$ cat src/rtl/ysyx_22051013_ifu.sv
`default_nettype none
// ============================================================================
// Module   : ysyx_22051013_ifu
// Brief    : RV64 instruction fetch unit. Fetch PC, valid/ready imem
//            requests, DEPTH-entry {pc, inst} FIFO toward decode, and
//            redirects from the branch predictor and EX.
// Revision : 1.0
// ============================================================================
module ysyx_22051013_ifu #(
  parameter logic [63:0] RESET_PC = 64'h0000_0000_8000_0000,
  parameter int          DEPTH    = 2
) (
  input  logic        clk,
  input  logic        rst,
  output logic        imem_req_valid,
  output logic [63:0] imem_req_addr,
  input  logic        imem_req_ready,
  input  logic        imem_rsp_valid,
  input  logic [31:0] imem_rsp_data,
  output logic        id_valid,
  output logic [31:0] id_inst,
  output logic [63:0] id_pc,
  input  logic        id_ready,
  input  logic        bpu_jump,
  input  logic [63:0] bpu_pc,
  input  logic        ex_redirect,
  input  logic [63:0] ex_redirect_pc
);

  localparam int          AW      = (DEPTH > 1) ? $clog2(DEPTH) : 1;
  localparam int          CW      = $clog2(DEPTH + 1);
  localparam logic [CW:0] DEPTH_C = (CW + 1)'(DEPTH);

  logic [63:0]   fetch_pc;
  logic [63:0]   rsp_pc;
  logic [CW-1:0] outstanding;
  logic [CW-1:0] drop_cnt;
  logic [CW-1:0] count;
  logic [AW-1:0] rd_ptr;
  logic [AW-1:0] wr_ptr;
  logic [63:0]   fifo_pc   [DEPTH];
  logic [31:0]   fifo_inst [DEPTH];

  logic          req_fire;
  logic          id_fire;
  logic          rsp_keep;
  logic          rsp_drop;
  logic          redirect;
  logic [63:0]   target;
  logic [CW:0]   occupancy;
  logic [CW-1:0] outstanding_nxt;

  // A request is only issued when a FIFO slot is reserved for its response.
  assign occupancy      = {1'b0, outstanding} + {1'b0, count};
  assign imem_req_valid = !rst && (occupancy < DEPTH_C);
  assign imem_req_addr  = fetch_pc;

  assign req_fire = imem_req_valid && imem_req_ready;
  assign id_fire  = id_valid && id_ready;
  assign rsp_keep = imem_rsp_valid && (drop_cnt == '0);
  assign rsp_drop = imem_rsp_valid && (drop_cnt != '0);

  assign redirect = ex_redirect || (id_fire && bpu_jump);
  assign target   = ex_redirect ? ex_redirect_pc : bpu_pc;

  assign outstanding_nxt = outstanding + CW'(req_fire) - CW'(imem_rsp_valid);

  assign id_valid = (count != '0);
  assign id_inst  = fifo_inst[rd_ptr];
  assign id_pc    = fifo_pc[rd_ptr];

  always_ff @(posedge clk) begin
    if (rst) begin
      fetch_pc    <= RESET_PC;
      rsp_pc      <= RESET_PC;
      outstanding <= '0;
      drop_cnt    <= '0;
      count       <= '0;
      rd_ptr      <= '0;
      wr_ptr      <= '0;
    end else begin
      outstanding <= outstanding_nxt;
      if (redirect) begin
        fetch_pc <= target;
        rsp_pc   <= target;
        // Everything still in flight after this edge belongs to the old
        // stream; responses already marked for dropping are among them.
        drop_cnt <= outstanding_nxt;
        count    <= '0;
        rd_ptr   <= '0;
        wr_ptr   <= '0;
      end else begin
        if (req_fire) fetch_pc <= fetch_pc + 64'd4;
        if (rsp_keep) begin
          rsp_pc <= rsp_pc + 64'd4;
          wr_ptr <= wr_ptr + AW'(1);
        end
        if (rsp_drop) drop_cnt <= drop_cnt - CW'(1);
        if (id_fire) rd_ptr <= rd_ptr + AW'(1);
        count <= count + CW'(rsp_keep) - CW'(id_fire);
      end
    end
  end

  // Storage needs no reset: entries are only visible once counted.
  always_ff @(posedge clk) begin
    if (!rst && !redirect && rsp_keep) begin
      fifo_pc[wr_ptr]   <= rsp_pc;
      fifo_inst[wr_ptr] <= imem_rsp_data;
    end
  end

endmodule
`default_nettype wire

$ cat config.mk
export PLATFORM = sky130hd
export DESIGN_NAME = ysyx_22051013_ifu
export DESIGN_NICKNAME = d
export VERILOG_FILES = /design/src/rtl/ysyx_22051013_ifu.sv
export SDC_FILE = /design/constraint.sdc
export NUM_CORES = 1
export LEC_CHECK = 0
export ABC_AREA = 1
export ABC_CLOCK_PERIOD_IN_PS = 20600
export CAP_MARGIN = 20
export CORE_ASPECT_RATIO = 1.75
export CORE_MARGIN = 5
export CORE_UTILIZATION = 57
export CTS_CLUSTER_SIZE = 30
export DETAILED_ROUTE_END_ITERATION = 10
export GPL_TIMING_DRIVEN = 0
export PLACE_DENSITY = 0.86
export REMOVE_ABC_BUFFERS = 1
export SYNTH_ARGS = -nofsm -noshare
export SYNTH_HDL_FRONTEND = slang
export SYNTH_SLANG_ARGS = --single-unit
$ cat constraint.sdc
create_clock -name clk -period 20.6 [get_ports clk]
set_input_delay 3.09 -clock clk [delete_from_list [all_inputs] [get_ports clk]]
set_output_delay 3.09 -clock clk [all_outputs]
set_load 0.05 [all_outputs]
# After elaboration in Yosys (flattened, before gate mapping)
# Memories as Yosys holds them, arrays and structs flattened. A register that Yosys moved wholly into a read port is not among the register bits.
# Cells that the tools add are included.
# totals
register_bits	136
ram_bits	192
input_bits	167
wordCells	51
memories	2
# memory_table
memory	depth	width	rd	rd_clocked_by_memory_dff	write_ports	line	text
fifo_pc	2	64	1	1	1	41	logic [63:0] fifo_pc [DEPTH];
fifo_inst	2	32	1	1	1	42	logic [31:0] fifo_inst [DEPTH];
# classes
addsub	10
order_cmp	1
n_mux	13
reduce_logical	18
# op_table
cell	n
$mux 64	5
$add 64x3->64 const B	2
$reduce_bool 2->1	5
$logic_and 1x1->1	8
$mux 1	6
$add 2x1->2	2
$mux 2	2
$sub 2x1->2	2
$add 2x2->3	1
$lt 3x2->1 const B	1
$add 1x1->1 const B	2
$logic_not 1->1	2
$logic_not 2->1	1
$reduce_or 2->1	1
$sub 2x1->2 const B	1
$logic_or 1x1->1	1

# Depth between registers and ports, before layout
# Gate-level depths: netlist (run 1).
# depth
word_depth	9
ltp_mapped	12
depth_no_buf	11

# Least setup slack after synthesis (run 1)
# OpenSTA, ideal clock, no wires.
# synth_path
path_kind	in2reg
from	in id_ready
to	mem fifo_inst[1][0] (enable)
setup_time_ps	668
arrival_ps	10262
slack_ps	9670
stages	7
path_cell_list	o21a_2 > nand2_2 > nand2_2 > inv_2 > buf_2 > nand2_2 > nor3_1
# synth_between
elab_chain_cells	8
# synth_lines
element	line	text
start: declaration	23	input logic id_ready,
$logic_and 1x1->1	59	assign id_fire = id_valid && id_ready;
$logic_and 1x1->1	63	assign redirect = ex_redirect || (id_fire && bpu_jump);
$logic_or 1x1->1	63	
$logic_not 1->1	107	if (!rst && !redirect && rsp_keep) begin
$logic_and 1x1->1 (2 in a row)	107	
$mux 1	107	
$mux 1 (not written as such)	109	fifo_inst[wr_ptr] <= imem_rsp_data;
end: declaration	42	
# No other way between the ends.

# Worst setup path after layout (run 1)
# layout_path
from	in rst
to	out imem_req_valid
# layout_between
elab_chain_cells	2
# layout_lines
element	line	text
start: declaration	14	input logic rst,
$logic_not 1->1	55	assign imem_req_valid = !rst && (occupancy < DEPTH_C);
$logic_and 1x1->1	55	
end: declaration	15	output logic imem_req_valid,
# No other way between the ends.

==> results of run 1 <==
-- kinds of logic after synthesis --
group,count (synthesis),synth area share
compound gates,326,0.1019
mux,97,0.06195
fa+ha+maj,8,0.006110
buf+inv,260,0.06153
simple gates,1133,0.2715
flops,329,0.4831
xor+xnor,28,0.01393
-- cells in the mapped netlist (all sizes together) --
library cell  instances  area [sq um]
xor2                  9         78.83
a31oi                28         175.2
or3                   2         12.51
nor2                270          1159
nand3b                6         45.04
o21a                  1         8.760
dfxtp               137          2743
buf                  53         306.5
o21ai               137         685.7
xnor2                19         166.4
a21oi               112         564.3
or2                   4         25.02
ha                    7         87.58
clkbuf               32         120.1
nand4                26         162.7
o21bai               36         274.0
o22ai                 3         18.77
nor3                 11         70.07
mux2                 96          1081
inv                 175         656.9
edfxtp              192          5766
a21o                  1         7.510
nand3               117         595.6
o211ai                8         60.06
nand2               697          2711
mux2i                 1         10.01
fa                    1         20.02
-- worst min path at each step --
stage	slack, ns	start	cells past startpoint	to
global route	0.49	rsp_pc[0]	0	fifo_pc[0][0]
detailed placement	0.46	rsp_pc[1]	0	fifo_pc[0][1]
finish	0.47	rsp_pc[0]	0	fifo_pc[0][0]
global placement	0.44	rsp_pc[0]	0	fifo_pc[1][0]
floorplan	0.43	rsp_pc[0]	0	fifo_pc[0][0]
CTS	0.47	rsp_pc[0]	0	fifo_pc[0][0]
-- cell type report --
| class | instances | area (sq um) |
|---|---|---|
| Fill cell | 2271 | 8275 |
| Sequential cell | 329 | 8512 |
| Timing Repair Buffer | 348 | 3637 |
| Multi-Input combinational cell | 1592 | 8049 |
| Tap cell | 391 | 489.2 |
| Clock buffer | 31 | 743.2 |
| Inverter | 175 | 661.9 |
| Clock inverter | 22 | 261.5 |
-- flip-flops by register name, indices dropped and copies added, names as in the netlist, named ones only --
name / cells
wr_ptr: 1
drop_cnt: 2
imem_req_addr: 64
fifo_pc: 128
outstanding: 2
rsp_pc: 64
fifo_inst: 64
rd_ptr: 1
count: 2
-- where the power goes --
group	internal, W	switching, W
logic	0.000154	0.000265
clock network	0.000327	0.000255
registers	0.000754	0.0000736
-- metal layers --
metal / global-route usage / up-vias / share of wire
met5: 0 / - / 0
met4: 0.1978 / 0 / 0.070
met3: 0.03200 / 207 / 0.061
met2: 0.5944 / 795 / 0.52
met1: 0.3686 / 7771 / 0.35
li1: - / 7821 / -
-- cells in the final DEF (no fill, tap or decap), drive strengths merged --
cell / Yosys / routed
xor2: 9 / 9
nand3b: 6 / 6
fa: 1 / 1
nand2: 697 / 697
a21o: 1 / 1
bufinv: 0 / 5
edfxtp: 192 / 192
nand3: 117 / 117
or3: 2 / 2
buf: 53 / 21
o21a: 1 / 1
clkinvlp: 0 / 3
nor2: 270 / 270
nor3: 11 / 11
o211ai: 8 / 8
ha: 7 / 7
a31oi: 28 / 28
clkinv: 0 / 10
o21bai: 36 / 36
o21ai: 137 / 137
or2: 4 / 4
o22ai: 3 / 3
xnor2: 19 / 19
mux2: 96 / 96
dfxtp: 137 / 137
inv: 175 / 179
a21oi: 112 / 112
mux2i: 1 / 1
clkbuf: 32 / 31
nand4: 26 / 26
clkdlybuf4s50: 0 / 327
-- through the flow --
step                      utilization  hold slack [ns]  TNS [ns]  std cells  instance area, sq um
after floorplan                     -           0.4264         0       2096                 17180
after global placement         0.6842           0.4353   -108.07       2815                 20960
after detailed placement       0.6970           0.4644         0       2835                 21350
after CTS                      0.7298           0.4663         0       2888                 22350
after global routing           0.7298           0.4880         0       2888                 22350
final                          0.7298           0.4686         0       2888                 22350
==> flow_metrics.tcl, run 1 <==
set metrics [dict create \
    status "completed" \
    cp_slowest_cell "clkdlybuf4s50_1" \
    drive_above_1_share 0.09932 \
    synth.distinct_cells 41 \
    finalClockSkew_ns 0.01735 \
    vias 16590 \
    power.density_mw_per_mm2 81.77 \
    worstSetupStartpointType "input pin" \
    die_area_sq_mm 0.03465 \
    grt_pass1_vias 16370 \
    grt_usage 0.3301 \
    finalCriticalPeriod_ns 8.279 \
    fin_ws_ns 12.32 \
    cellLeakagePower_nw 8.378 \
    rsz0062_at_grt "false" \
    final_nets 2650 \
    power_w 0.001828 \
    r2r_setup_slack_ns 16.39 \
    synth-seq-cells 329 \
    finalCritPeriodShare 0.4019 \
    cp.depth 3 \
    hold_viol 0 \
    htreeDepth 1 \
    wl_per_cell_um 20.30 \
    io_buffers 328 \
    cap_violations 0 \
    hold_path_class "reg -> reg" \
    cp_num_buf_inv 2 \
    arrival_ns 5.19 \
    ys_seq_area_frac 0.4831 \
    ant_nets 0 \
    synth_cells 2181 \
    gp_congestion 0.9634 \
    cts_buffer_depth 3 \
    cpPeakStageDelay_ns 0.87 \
    r2r_end "fifo_pc[1][33]" \
    crit_top_cell "clkdlybuf4s50_1" \
    cts.clk_slew.worst_paths_ns 0.08 \
    grt_first_pass_wirelength_mm 89.56 \
    fmax_mhz 120.8 \
    cts_buffers 29 \
    coreArea_sq_mm 0.03063 \
    num_rows 85 \
    via_per_inst 5.746 \
    dp_slack_ns 12.35 \
    cts_tree "built" \
    syn_to_final_growth_pct 26.93 \
    diodes 0 \
    grt_max_degree 87 \
    final_max_slew_viol_count 0 \
    critPathTopFamily "buffers and inverters" \
    grt_overflow 0 \
    crit_chain "clkdlybuf4s50_1 > nor3_2 > clkdlybuf4s50_1" \
    wl_mm 58.62 \
    root_buffer "clkbuf_16" \
    crit_type "in -> out" \
    drt-initial-drc-count 1431 \
    syn_area_per_cell_sq_um 8.075 \
    dp_hpwl_mm 43.84 \
    tightestPinTransition_ns 0.8301 \
    yosysWarnings 0 \
    ir_drop_v 0.00008742 \
    r2r_start "count[1]" \
    die_y_um 242.5 \
    cp-end-kind "primary output" \
    syn-cell-area_sq_mm 0.01761 \
    max-slew-margin-rel 0.4449 \
    cts-resized-gates 0 \
    antenna_found_initial 0 \
    crit_start "rst" \
    cts_setup_buffers 0 \
    cts_hold_buf 0 \
    clkLatencyLatePin_ns 0.57 \
    setup-violations-final 0 \
    drcViolationCount 0 \
    start_util 0.5750 \
    endpoint "imem_req_valid" \
    first_pass_iters 6 \
    cp_max_fo 15 \
    clkSinkCount 329 \
    critical_path_required_ns 17.51 \
    die_w_um 142.9 \
    ff2ff_path_depth 13 \
    io_pins 329 \
]
(Power assumes the default switching activity.)
==> run 2: changes to the inputs <==
- ABC_CLOCK_PERIOD_IN_PS: 20600 -> 6750
- CORE_UTILIZATION: 57 -> 48
- PLACE_DENSITY: 0.86 -> 0.77
- clock period: 20.6 -> 6.75 ns (I/O delays scaled with it)
==> flow_metrics.tcl, run 2 (synthesis gave the netlist of run 1 again) <==
set metrics [dict create \
    die_w_um 154.8 \
    layout_common_cells "669 x nand2_1, 327 x clkdlybuf4s50_1, 240 x nor2_1, 192 x edfxtp_1, 165 x inv_1" \
    cellLeakagePower_nw 8.401 \
    clkLatencyLatePin_ns 0.58 \
    finalCritPeriodShare 0.7063 \
    final_max_slew_viol_count 0 \
    power_w 0.005645 \
    hold_path_class "reg -> reg" \
    io_pins 329 \
    critical_path_required_ns 7.04 \
    cp-end-kind "flip-flop" \
    arrival_ns 5.06 \
    cts_buffer_depth 3 \
    cts_hold_buf 0 \
    cts_buffers 30 \
    fill_cells 3176 \
    die_area_sq_mm 0.04077 \
    antenna_found_initial 0 \
    cp_slowest_cell "inv_4" \
    grt_first_pass_wirelength_mm 86.71 \
    power.density_mw_per_mm2 250.5 \
    clkSinkCount 329 \
    crit_chain "buf_2 > buf_12 > inv_2 > nand2_4 > buf_16 > inv_4 > nand2_2 > nor3_2 > buf_6 > buf_8 > buf_6 > buf_6 > buf_6 > buf_6 > buf_6 > buf_8" \
    multi_input_area_sq_mm 0.008049 \
    cap_violations 0 \
    hold_viol 0 \
    cp_max_fo 76 \
    finalCriticalPeriod_ns 4.767 \
    final_common_cell "nand2_1" \
    via_per_inst 5.442 \
    coreArea_sq_mm 0.03614 \
    grt_max_degree 77 \
    fmax_mhz 209.8 \
    grt_pass1_vias 15800 \
    die_y_um 263.4 \
    cpPeakStageDelay_ns 0.54 \
    drcViolationCount 0 \
    max-slew-margin-rel 0.4305 \
    cts-resized-gates 0 \
    setup-violations-final 0 \
    fin_cells 2971 \
    status "completed" \
    num_rows 92 \
    grt_usage 0.2689 \
    crit_top_cell "buf_6" \
    io_buffers 328 \
    cts.clk_slew.worst_paths_ns 0.06 \
    ant_nets 0 \
    dp.cells 2915 \
    seq_area_sq_mm 0.008512 \
    root_buffer "clkbuf_16" \
    use_met2 0.4842 \
    top_usage_layer "met2" \
    finalClockSkew_ns 0.02565 \
    met3_usage 0.02810 \
    drt-initial-drc-count 1099 \
    regMostFlops "fifo_pc" \
    rsz0062_at_grt "false" \
    gp_congestion 0.9748 \
    critPathTopFamily "buffers and inverters" \
    start_util 0.4872 \
    wl_mm 57.23 \
    drive_above_1_share 0.09876 \
    htreeDepth 1 \
    cts_setup_buffers 0 \
    crit_type "in -> reg" \
    cts_tree "built" \
    fin_util 0.6235 \
    syn_to_final_growth_pct 27.97 \
    wl_per_cell_um 19.26 \
    grt_use_met1 0.3034 \
    worstSetupStartpointType "input pin" \
    tightestPinTransition_ns 0.8516 \
    dp_hpwl_mm 43.51 \
    final_nets 2652 \
    vias 16170 \
    first_pass_iters 5 \
    ir_drop_v 0.0001334 \
    diodes 0 \
    setup_tns_ns 0 \
    cp_num_buf_inv 13 \
    largest_reg_flops 128 \
    grt_overflow 0 \
]
-- run 2: stage by stage --
step                      area [sq um]  setup slack [ns]  hold WS [ns]
after CTS                        22540             2.037        0.4657
after global routing             22540             1.770        0.4827
after floorplan                  17180            -4.904        0.4264
after global placement           21060            -13.35        0.4328
after detailed placement         21470             1.448        0.4508
final                            22540             1.983        0.4644
-- run 2: power by group --
part | switching, W | internal [W]
Combinational | 0.000801 | 0.000471
Clock | 0.000778 | 0.00107
Sequential | 0.000221 | 0.00230
-- run 2: final timing paths --
| check | depth (start not counted) | slack [ns] | start | endpoint |
|---|---|---|---|---|
| worst max register to register | 15 | 2.61 | count[1] | fifo_pc[1][42] |
| worst max-delay path | 16 | 1.98 | ex_redirect | fifo_pc[1][42] |
| worst min-delay path | 0 | 0.46 | rsp_pc[0] | fifo_pc[1][0] |
| worst min register to register | 0 | 0.46 | rsp_pc[0] | fifo_pc[1][0] |
-- run 2: final cells by class --
cell class / count / share of cell area
clock buffers: 36 / 0.03525
clock inverters: 20 / 0.01188
inverters: 175 / 0.02937
multi-input cells: 1592 / 0.3572
flip-flops and latches: 329 / 0.3777
well taps: 470 / 0.02609
repair buffers: 349 / 0.1626
-- run 2: metal layers --
layer  routed length, um  vias to the layer above  share of wire
met3                3047                      163          0.053
met2               29610                      595           0.52
met4                3894                        0          0.068
li1                    -                     7836              -
met5                   0                        -              0
met1               20680                     7574           0.36
==> run 3: changes to the inputs <==
- ABC_CLOCK_PERIOD_IN_PS: 6750 -> 4500
- CORE_UTILIZATION: 48 -> 53
- PLACE_DENSITY: 0.77 -> 0.81
- clock period: 6.75 -> 4.5 ns (I/O delays scaled with it)
==> flow_metrics.tcl, run 3 (synthesis gave the netlist of run 1 again) <==
set metrics [dict create \
    fmax_mhz 241.5 \
    cpPeakStageDelay_ns 0.48 \
    drive_above_1_share 0.09764 \
    grt_first_pass_wirelength_mm 87.77 \
    endpoint "fifo_pc[1][42]" \
    r2r_end "fifo_pc[1][42]" \
    cp.depth 14 \
    coreArea_sq_mm 0.03292 \
    p_sw_w 0.002695 \
    ir_drop_v 0.0002920 \
    cts_buffers 30 \
    grt_overflow 0 \
    hold_viol 0 \
    dp_slack_ns -0.6026 \
    netSwitchingFraction 0.3200 \
    power.density_mw_per_mm2 375.6 \
    grt_pass1_vias 16040 \
    r2r_setup_slack_ns 0.62 \
    clkLatencyLatePin_ns 0.59 \
    regMostFlops "fifo_pc" \
    drcViolationCount 0 \
    syn_to_final_growth_pct 27.33 \
    crit_type "in -> reg" \
    cp-end-kind "flip-flop" \
    tightestPinTransition_ns 0.8907 \
    rsz0062_at_grt "false" \
    clkSinkCount 329 \
    cts_tree "built" \
    power.internal_w 0.005727 \
    hold_path_class "reg -> reg" \
    io_buffers 328 \
    ant_nets 0 \
    combPwrFrac 0.228 \
    arrival_ns 4.41 \
    antenna_found_initial 0 \
    cts.clk_slew.worst_paths_ns 0.06 \
    final_max_slew_viol_count 0 \
    ff2ff_path_depth 13 \
    dp_hpwl_mm 43.89 \
    crit_start "ex_redirect" \
    fin_ws_ns 0.3588 \
    final_common_cell "nand2_1" \
    io_pins 329 \
    max-slew-margin-rel 0.4043 \
    grt_usage 0.3016 \
    finalCriticalPeriod_ns 4.141 \
    crit_chain "buf_2 > buf_12 > inv_2 > nand2_4 > buf_16 > inv_6 > nand2_2 > nor3_4 > buf_6 > buf_6 > buf_6 > buf_6 > buf_6 > buf_6" \
    diodes 0 \
    root_buffer "clkbuf_16" \
    pwr-share-clk 0.323 \
    p_seq_frac 0.449 \
    wl_mm 58.02 \
    crit_top_cell "buf_6" \
    layout_common_cells "669 x nand2_1, 327 x clkdlybuf4s50_1, 240 x nor2_1, 192 x edfxtp_1, 165 x inv_1" \
    die_y_um 251.1 \
    die_w_um 147.8 \
    setup_tns_ns 0 \
    critical_path_required_ns 4.77 \
    die_area_sq_mm 0.03712 \
    cp_num_buf_inv 11 \
    critPathTopFamily "buffers and inverters" \
    start_util 0.5349 \
    worstSetupStartpointType "input pin" \
    finalClockSkew_ns 0.02665 \
    num_rows 88 \
    cp_max_fo 80 \
    largest_reg_flops 128 \
    wl_per_cell_um 19.98 \
    via_per_inst 5.635 \
    final_nets 2651 \
    gp_congestion 0.9150 \
    cellLeakagePower_nw 8.394 \
    cts_buffer_depth 3 \
    cap_violations 0 \
    cp_slowest_cell "nor3_4" \
    r2r_start "count[1]" \
    vias 16360 \
    drt-initial-drc-count 1273 \
    fin_util 0.6811 \
    htreeDepth 1 \
    finalCritPeriodShare 0.9203 \
    grt_max_degree 90 \
    first_pass_iters 5 \
    setup-violations-final 0 \
    status "completed" \
]
[run 3: worst min-delay path by stage]
stage	start	endpoint	cells past startpoint
after detailed placement	rsp_pc[1]	fifo_pc[0][1]	0
after floorplan	rsp_pc[0]	fifo_pc[0][0]	0
after global placement	rsp_pc[1]	fifo_pc[1][1]	0
final	rsp_pc[0]	fifo_pc[0][0]	0
after CTS	rsp_pc[1]	fifo_pc[1][1]	0
after global routing	rsp_pc[0]	fifo_pc[0][0]	0
[run 3: power by group through the flow]
stage	sequential [W]	clock [W]	combinational [W]
2_1_floorplan	0.00395	0	0.000966
3_3_place_gp	0.00385	0	0.00183
3_5_place_dp	0.00384	0	0.00190
4_1_cts	0.00377	0.00275	0.00192
5_1_grt	0.00381	0.00287	0.00206
6_report	0.00378	0.00272	0.00192
[run 3: worst reg2reg max path, delay by kind of cell (launching register included)]
kind | cells | cell delay, ns
AO/OA/AOI/OAI | 1 | 0.27
buffers and inverters | 8 | 1.89
flip-flops | 1 | 0.37
AND/OR/NAND/NOR | 4 | 1.05
[run 3: repair_timing]
item                       in CTS  in global routing
resized for setup               0                  2
hold buffers                    0                  0
setup endpoints to repair       0                 23
setup buffers                   0                  0
[run 3: stage by stage]
stage	total power [W]	hold WS [ns]	cell area, sq um	cells
3_3_place_gp	0.005681	0.4363	20970	2829
6_report	0.008422	0.4647	22420	2904
4_1_cts	0.008438	0.4672	22420	2904
5_1_grt	0.008739	0.4932	22420	2904
2_1_floorplan	0.004914	0.4264	17180	2096
3_5_place_dp	0.005738	0.4534	21380	2849
[run 3: layout make-up]
type	count	area, sq um
fillers	2690	10500
flip-flops and latches	329	8512
multi-input cells	1592	8055
repair buffers	348	3649
clock buffers	34	765.7
inverters	175	664.4
well taps	405	506.7
clock inverters	21	271.5
[run 3: metal layers]
layer / track usage / share of wire / up-vias
li1: - / - / 7838
met1: 0.3269 / 0.35 / 7653
met2: 0.5583 / 0.52 / 697
met3: 0.02867 / 0.054 / 175
met4: 0.1874 / 0.072 / 0
met5: 0 / 0 / -
